**config.mk**
```make
export PLATFORM = sky130hd
export DESIGN_NAME = lb_config_ctrl
export DESIGN_NICKNAME = d
export VERILOG_FILES = /design/src/rtl/lb_config_ctrl.sv
export SDC_FILE = /design/constraint.sdc
export NUM_CORES = 1
export LEC_CHECK = 0
export BUFFER_PORTS_ARGS = -buffer_cell sky130_fd_sc_hd__buf_4
export CAP_MARGIN = 20
export CORE_MARGIN = 3
export CORE_UTILIZATION = 35
export DETAILED_ROUTE_END_ITERATION = 8
export PLACE_DENSITY = 0.67
export SYNTH_ARGS = -nofsm -noshare
export SYNTH_HDL_FRONTEND = slang
export SYNTH_SLANG_ARGS = --single-unit
```
**constraint.sdc**
```tcl
create_clock -name clk -period 1.8 [get_ports clk]
set_clock_uncertainty 0.1 [all_clocks]
set_input_delay 0.45 -clock clk [delete_from_list [all_inputs] [get_ports clk]]
set_output_delay 0.45 -clock clk [all_outputs]
set_load 0.01 [all_outputs]
```
**src/rtl/lb_config_ctrl.sv**
```systemverilog
// lb_config_ctrl: configuration sequencer for an array of logic blocks.
// Accepts single writes and bursts over a valid/ready handshake. It drives a
// one-hot config_en strobe and a broadcast config_data word, and reports done,
// err and a saturating write count.
// Optional readback shadow registers are enabled by defining
// LB_CONFIG_READBACK_EN.
//
// Handshake: a beat is accepted on a rising clk edge where
// cmd_valid & cmd_ready are both high. cmd_ready does not depend on cmd_valid.
// A beat stays pending while cmd_valid is high and cmd_ready is low.
module lb_config_ctrl #(
  parameter int NUM_BLOCKS = 8,
  parameter int IDX_W      = 3,
  parameter int DATA_W     = 32,
  parameter int CNT_W      = 16
) (
  input  logic                  clk,
  input  logic                  rst,
  input  logic                  cmd_valid,
  output logic                  cmd_ready,
  input  logic                  cmd_burst,
  input  logic [IDX_W-1:0]      cmd_idx,
  input  logic [DATA_W-1:0]     cmd_data,
  output logic [NUM_BLOCKS-1:0] config_en,
  output logic [DATA_W-1:0]     config_data,
  output logic                  busy,
  output logic                  done,
  output logic                  err,
  output logic [CNT_W-1:0]      wr_count,
`ifdef LB_CONFIG_READBACK_EN
  input  logic [IDX_W-1:0]      rd_idx,
  output logic [DATA_W-1:0]     rd_data,
`endif
  output logic [1:0]            dbg_state
);

  typedef enum logic [1:0] {
    S_IDLE  = 2'd0,
    S_BURST = 2'd1,
    S_DONE  = 2'd2
  } state_t;

  localparam logic [31:0]      NB_U     = NUM_BLOCKS;
  localparam logic [IDX_W-1:0] LAST_IDX = IDX_W'(NUM_BLOCKS - 1);

  state_t                  state_q, state_d;
  logic [IDX_W-1:0]        ptr_q, ptr_d;
  logic [IDX_W:0]          rem_q, rem_d;
  logic [NUM_BLOCKS-1:0]   en_q, en_d;
  logic [DATA_W-1:0]       data_q, data_d;
  logic                    done_q, done_d;
  logic                    err_q, err_d;
  logic                    ready_q, ready_d;
  logic [CNT_W-1:0]        cnt_q, cnt_d;

  logic                    accept;
  logic [IDX_W:0]          hdr_len;
  logic                    idx_ok;
  logic                    len_ok;
  logic                    wr_en;
  logic [IDX_W-1:0]        wr_idx;

  assign accept  = cmd_valid & ready_q;
  assign hdr_len = cmd_data[IDX_W:0];
  assign idx_ok  = (32'(cmd_idx) < NB_U);
  assign len_ok  = (32'(hdr_len) <= NB_U);

  // State and datapath registers; reset drops any in-flight strobe.
  always_ff @(posedge clk or negedge rst) begin
    if (!rst) begin
      state_q <= S_IDLE;
      ptr_q   <= '0;
      rem_q   <= '0;
      en_q    <= '0;
      data_q  <= '0;
      done_q  <= 1'b0;
      err_q   <= 1'b0;
      ready_q <= 1'b0;
      cnt_q   <= '0;
    end else begin
      state_q <= state_d;
      ptr_q   <= ptr_d;
      rem_q   <= rem_d;
      en_q    <= en_d;
      data_q  <= data_d;
      done_q  <= done_d;
      err_q   <= err_d;
      ready_q <= ready_d;
      cnt_q   <= cnt_d;
    end
  end

  // Next-state logic: header beats start a burst, and the last burst beat
  // enters DONE.
  always_comb begin
    state_d = state_q;
    ptr_d   = ptr_q;
    rem_d   = rem_q;
    case (state_q)
      S_IDLE: begin
        if (accept && cmd_burst && idx_ok && len_ok && (hdr_len != '0)) begin
          state_d = S_BURST;
          ptr_d   = cmd_idx;
          rem_d   = hdr_len;
        end
      end
      S_BURST: begin
        if (accept) begin
          ptr_d = (ptr_q == LAST_IDX) ? '0 : ptr_q + 1'b1;
          rem_d = rem_q - 1'b1;
          if (rem_q == {{IDX_W{1'b0}}, 1'b1}) state_d = S_DONE;
        end
      end
      S_DONE:  state_d = S_IDLE;
      default: state_d = S_IDLE;
    endcase
  end

  // Output logic: compute the registered strobe, data, status pulses and count
  // for the next cycle.
  always_comb begin
    wr_en  = 1'b0;
    wr_idx = cmd_idx;
    done_d = 1'b0;
    err_d  = 1'b0;
    case (state_q)
      S_IDLE: begin
        if (accept) begin
          if (!cmd_burst) begin
            wr_en  = idx_ok;
            done_d = idx_ok;
            err_d  = !idx_ok;
          end else begin
            err_d  = !(idx_ok && len_ok);
            done_d = idx_ok && len_ok && (hdr_len == '0);
          end
        end
      end
      S_BURST: begin
        if (accept) begin
          wr_en  = 1'b1;
          wr_idx = ptr_q;
          done_d = (rem_q == {{IDX_W{1'b0}}, 1'b1});
        end
      end
      default: ;
    endcase
    en_d    = wr_en ? ({{(NUM_BLOCKS-1){1'b0}}, 1'b1} << wr_idx) : '0;
    data_d  = wr_en ? cmd_data : data_q;
    cnt_d   = (wr_en && (cnt_q != '1)) ? cnt_q + 1'b1 : cnt_q;
    ready_d = (state_d != S_DONE);
  end

  assign cmd_ready   = ready_q;
  assign config_en   = en_q;
  assign config_data = data_q;
  assign done        = done_q;
  assign err         = err_q;
  assign wr_count    = cnt_q;
  assign busy        = (state_q != S_IDLE);
  assign dbg_state   = state_q;

`ifdef LB_CONFIG_READBACK_EN
  logic [DATA_W-1:0] shadow_q [NUM_BLOCKS];
  logic [DATA_W-1:0] shadow_d [NUM_BLOCKS];
  logic [DATA_W-1:0] rd_q, rd_d;

  // Shadows update on the same edge that launches config_en.
  // A read in the same cycle returns the old word.
  always_comb begin
    for (int i = 0; i < NUM_BLOCKS; i++) shadow_d[i] = shadow_q[i];
    if (wr_en) shadow_d[wr_idx] = cmd_data;
    rd_d = (32'(rd_idx) < NB_U) ? shadow_q[rd_idx] : '0;
  end

  // Shadow and readback registers.
  always_ff @(posedge clk or negedge rst) begin
    if (!rst) begin
      for (int i = 0; i < NUM_BLOCKS; i++) shadow_q[i] <= '0;
      rd_q <= '0;
    end else begin
      for (int i = 0; i < NUM_BLOCKS; i++) shadow_q[i] <= shadow_d[i];
      rd_q <= rd_d;
    end
  end

  assign rd_data = rd_q;
`endif

endmodule

```
==> summary.txt <==
Run status
  • Status: finished clean

Detailed routing
  • DRC violations left: 0
  • Highest routed metal layer: met4
  • Met1 layer wirelength in the final routing: approximately 3.4 mm
  • First-pass detailed-route iteration total: 4
  • ANT nets after route: 0
  • DR iter-0 viols: 93
  • Via count normalized by instance count: 4.83
  • Total via count after detailed routing: between 2,000 and 3,000
  • Final wirelength: between 7 and 8 mm
  • Routed wire length per instance: 13.4 um
  • Total length of routed met2 wires: around 3.6 mm
  • Wire length on met3: between 400 and 500 um

Yosys
  • Most instantiated library cell after synthesis: sky130_fd_sc_hd__nand2_1
  • Main flop type after synthesis: sky130_fd_sc_hd__dfrtp_1
  • Most area-consuming cells after synthesis: sky130_fd_sc_hd__dfrtp_1 (57%), sky130_fd_sc_hd__nand2_1 (14%), sky130_fd_sc_hd__a21oi_1 (2.2%)
  • Top cell types by occurrence after synthesis: sky130_fd_sc_hd__nand2_1 (109), sky130_fd_sc_hd__dfrtp_1 (68), sky130_fd_sc_hd__nor2_1 (16)
  • Post-synth EDFFs: 0
  • Synth warnings: 0
  • Synth Net Count: ~350
  • Seq/Total Area, Yosys: 56.5%
  • Cell taking the most area after synthesis: sky130_fd_sc_hd__dfrtp_1
  • Async set-reset flop share out of synthesis: between 90% and 100%
  • Post-Syn Area per Cell: about 9.7 um^2
  • Number of distinct library cells after synthesis: 42
  • Post-Syn Instances: between 300 and 400
  • Area share of the largest cell type after synthesis: 56.5%
  • Register bit count reported by yosys: approximately 70
  • Area of the mapped netlist: between 3000 and 4000 um^2

GRT
  • Vias in the first global route: 2,632
  • Number of antenna violations at the first check in global routing: 0
  • Global route overflow: 0
  • Total global routing track utilization: between 10% and 20%
  • Pin count of the biggest net entering global routing: 29
  • Wire length of the first global-routing pass: about 13 mm

Clock network
  • Total clock buffers created by CTS: 9
  • Total number of H-tree levels: 3
  • Clock tree from TritonCTS: built
  • Number of clock sinks seen by CTS: 68
  • Max Root-Sink Buffers: 2
  • Library cell used as clock root buffer: sky130_fd_sc_hd__clkbuf_8
  • Later-pin clock latency in the skew report: approximately 330 ps
  • Reg clk slew, reported paths: roughly 70 ps

Worst setup path
  • R2r startpoint: dbg_state[1]
  • Worst path bufs/invs: 1
  • Worst setup path start: dbg_state[0]
  • Cell type of the slowest stage on the worst timing path: sky130_fd_sc_hd__dfrtp_2
  • Delay-heaviest family, CP: flip-flops
  • Crit path largest cell delay: 450 ps
  • Cell Chain, Critical Path: or2_4 > buf_4
  • Data required time at the worst endpoint: about 1300 ps
  • Startpoint kind of the worst setup timing path: flop
  • Crit path kind: reg2out
  • Highest fanout seen on the critical path: 6
  • Arrival time at the worst endpoint: approximately 1200 ps
  • Worst setup EP type: primary output

STA
  • Hold violation count in the final report: 0
  • Final max-slew violation count: 0
  • Post-route fraction of the period consumed by the critical path: a little over nine tenths
  • Final setup violation count: 0
  • Sum Neg Setup Slack: 0 ps
  • Minimum clock period after layout: 1710 ps
  • Setup ws final: roughly 86 ps
  • Maximum clock rate: 583 MHz
  • Worst Max-Slew Pin Slew: about 360 ps
  • Setup repair after global routing missed its margin: false
  • Max-slew headroom: between 70% and 80%

Placement
  • DP Wirelength: 5.90 mm
  • Port Buf Inserts: 100
  • Placed instance area: slightly above 4000 um^2
  • Pre-CTS setup slack: -214 ps
  • Final GP Congestion: between 0.8 and 0.9
  • Number of cells after detailed placement: 543

Layout
  • Post-route core utilization: 52.6%
  • Post-layout instance count excluding filler cells: approximately 560
  • Fin area: approximately 4400 um^2
  • Synth-to-layout area growth: 45.0%
  • Fraction of final layout cells sized beyond drive strength 1: between 30% and 40%
  • Final antenna diode count: 0
  • Number of nets in the layout: between 400 and 500

Power and ir drop
  • Max IR drop VDD: approximately 0.51 mV
  • Cell leakage power: 2.31 nW
  • Power Density: 1300 nW/um^2

Floorplanning
  • DIE WIDTH: a little under 100 um
  • Core Region: around 8300 um^2
  • Rows: 33
  • Die height: 98.7 um
  • Boundary Pins: 101
  • Initial Utilization: 36.3%
  • Area of the die: 9750 um^2

Min path
  • Worst hold-check path type: in2reg
  • Hold wc startpoint: cmd_data[28]

Flow run
  • Number of maximum-capacitance constraint violations: 0
sequential cells by signal, indices dropped and copies added, names as in the netlist:
name and flops:
cmd_ready 1, config_data 32, config_en 8, dbg_state 2, done 1, err 1, ptr_q 3, rem_q 4
wr_count 16
cell type report:
| class | count | area, um^2 |
|---|---|---|
| fill | 770 | 3940 |
| sequential | 68 | 1700 |
| multi-input combinational | 227 | 1260 |
| timing repair buffer | 141 | 1090 |
| clock buffer | 10 | 138 |
| tap | 105 | 131 |
| clock inverter | 5 | 28.8 |
| inverter | 5 | 18.8 |
repair_timing:
action                                 CTS  global route
hold buffers                             1             0
setup endpoints to repair                0             8
resized for setup                        0             6
setup buffers                            0             2
endpoints found under the hold margin   25             0
where the power goes:
group	total [mW]	leakage [nW]	switching [mW]	internal (mW)
sequential	2.29	0.855	0.319	1.97
combinational	2.29	1.36	1.15	1.14
clock	1.07	0.0917	0.546	0.522
total	5.65	2.31	2.02	3.64
cells in the final DEF, fill, tap and decap left out, types with 2 or more instances in the layout:
master / synthesis / layout
sky130_fd_sc_hd__and3_1: 6 / 6
sky130_fd_sc_hd__nor2_1: 16 / 15
sky130_fd_sc_hd__clkinv_2: 0 / 4
sky130_fd_sc_hd__buf_4: 0 / 138
sky130_fd_sc_hd__nand4_1: 6 / 6
sky130_fd_sc_hd__dfrtp_1: 68 / 67
sky130_fd_sc_hd__and4_1: 2 / 2
sky130_fd_sc_hd__nor4_4: 2 / 2
sky130_fd_sc_hd__nor2b_1: 3 / 3
sky130_fd_sc_hd__nor4_2: 2 / 2
sky130_fd_sc_hd__nor2_2: 1 / 2
sky130_fd_sc_hd__clkbuf_8: 0 / 10
sky130_fd_sc_hd__xnor2_1: 6 / 6
sky130_fd_sc_hd__buf_12: 0 / 2
sky130_fd_sc_hd__nand2b_1: 4 / 3
sky130_fd_sc_hd__or3_1: 2 / 2
sky130_fd_sc_hd__xor2_1: 5 / 5
sky130_fd_sc_hd__ha_1: 5 / 5
sky130_fd_sc_hd__nand3_1: 9 / 8
sky130_fd_sc_hd__o21ai_0: 4 / 4
sky130_fd_sc_hd__nand2_1: 109 / 109
sky130_fd_sc_hd__inv_1: 5 / 5
sky130_fd_sc_hd__a21oi_1: 13 / 13
sky130_fd_sc_hd__nor3_1: 4 / 3
sky130_fd_sc_hd__nor3b_1: 3 / 3
sky130_fd_sc_hd__a31oi_1: 8 / 8
worst register-to-register path: stages, from the launching register on:
cell and delay, ps:
sky130_fd_sc_hd__dfrtp_1 420, sky130_fd_sc_hd__buf_4 160, sky130_fd_sc_hd__nand4b_1 320, sky130_fd_sc_hd__mux2i_1 290, sky130_fd_sc_hd__nand2b_1 210, sky130_fd_sc_hd__nor2_1 70
cell families (layout without fill, tap and decap cells):
logic type	Yosys count	in the layout	synth area share, %
AND/OR/NAND/NOR	177	177	28.6
flip-flops	68	68	56.5
adder cells (fa/ha/maj)	5	5	2.08
multiplexers	2	2	0.831
buffers and inverters	15	161	2.45
AO/OA/AOI/OAI	32	32	6.32
XOR/XNOR	11	11	3.20
per-stage QoR:
stage	hold slack (ps)	total power [mW]
6_report	204	5.65
3_3_place_gp	286	4.53
4_1_cts	191	5.70
3_5_place_dp	294	4.61
2_1_floorplan	54.4	3.44
5_1_grt	199	6.09
metal layers:
metal	vias to the layer above	global-route usage (%)
met5	-	0
met2	88	25.4
met3	6	3.47
li1	1326	-
met4	0	5.25
met1	1290	21.4
path summary, 6_finish.rpt:
path	cells past startpoint	slack (ps)	endpoint
worst max-delay path	2	90	busy
worst min register to register	2	380	config_data[3]
max in group asynchronous	3	570	dbg_state[0]
worst max register to register	5	100	config_en[6]
worst min-delay path	3	200	config_data[28]
min in group asynchronous	2	470	wr_count[3]
No activity file was read; power rests on OpenSTA's default activity.
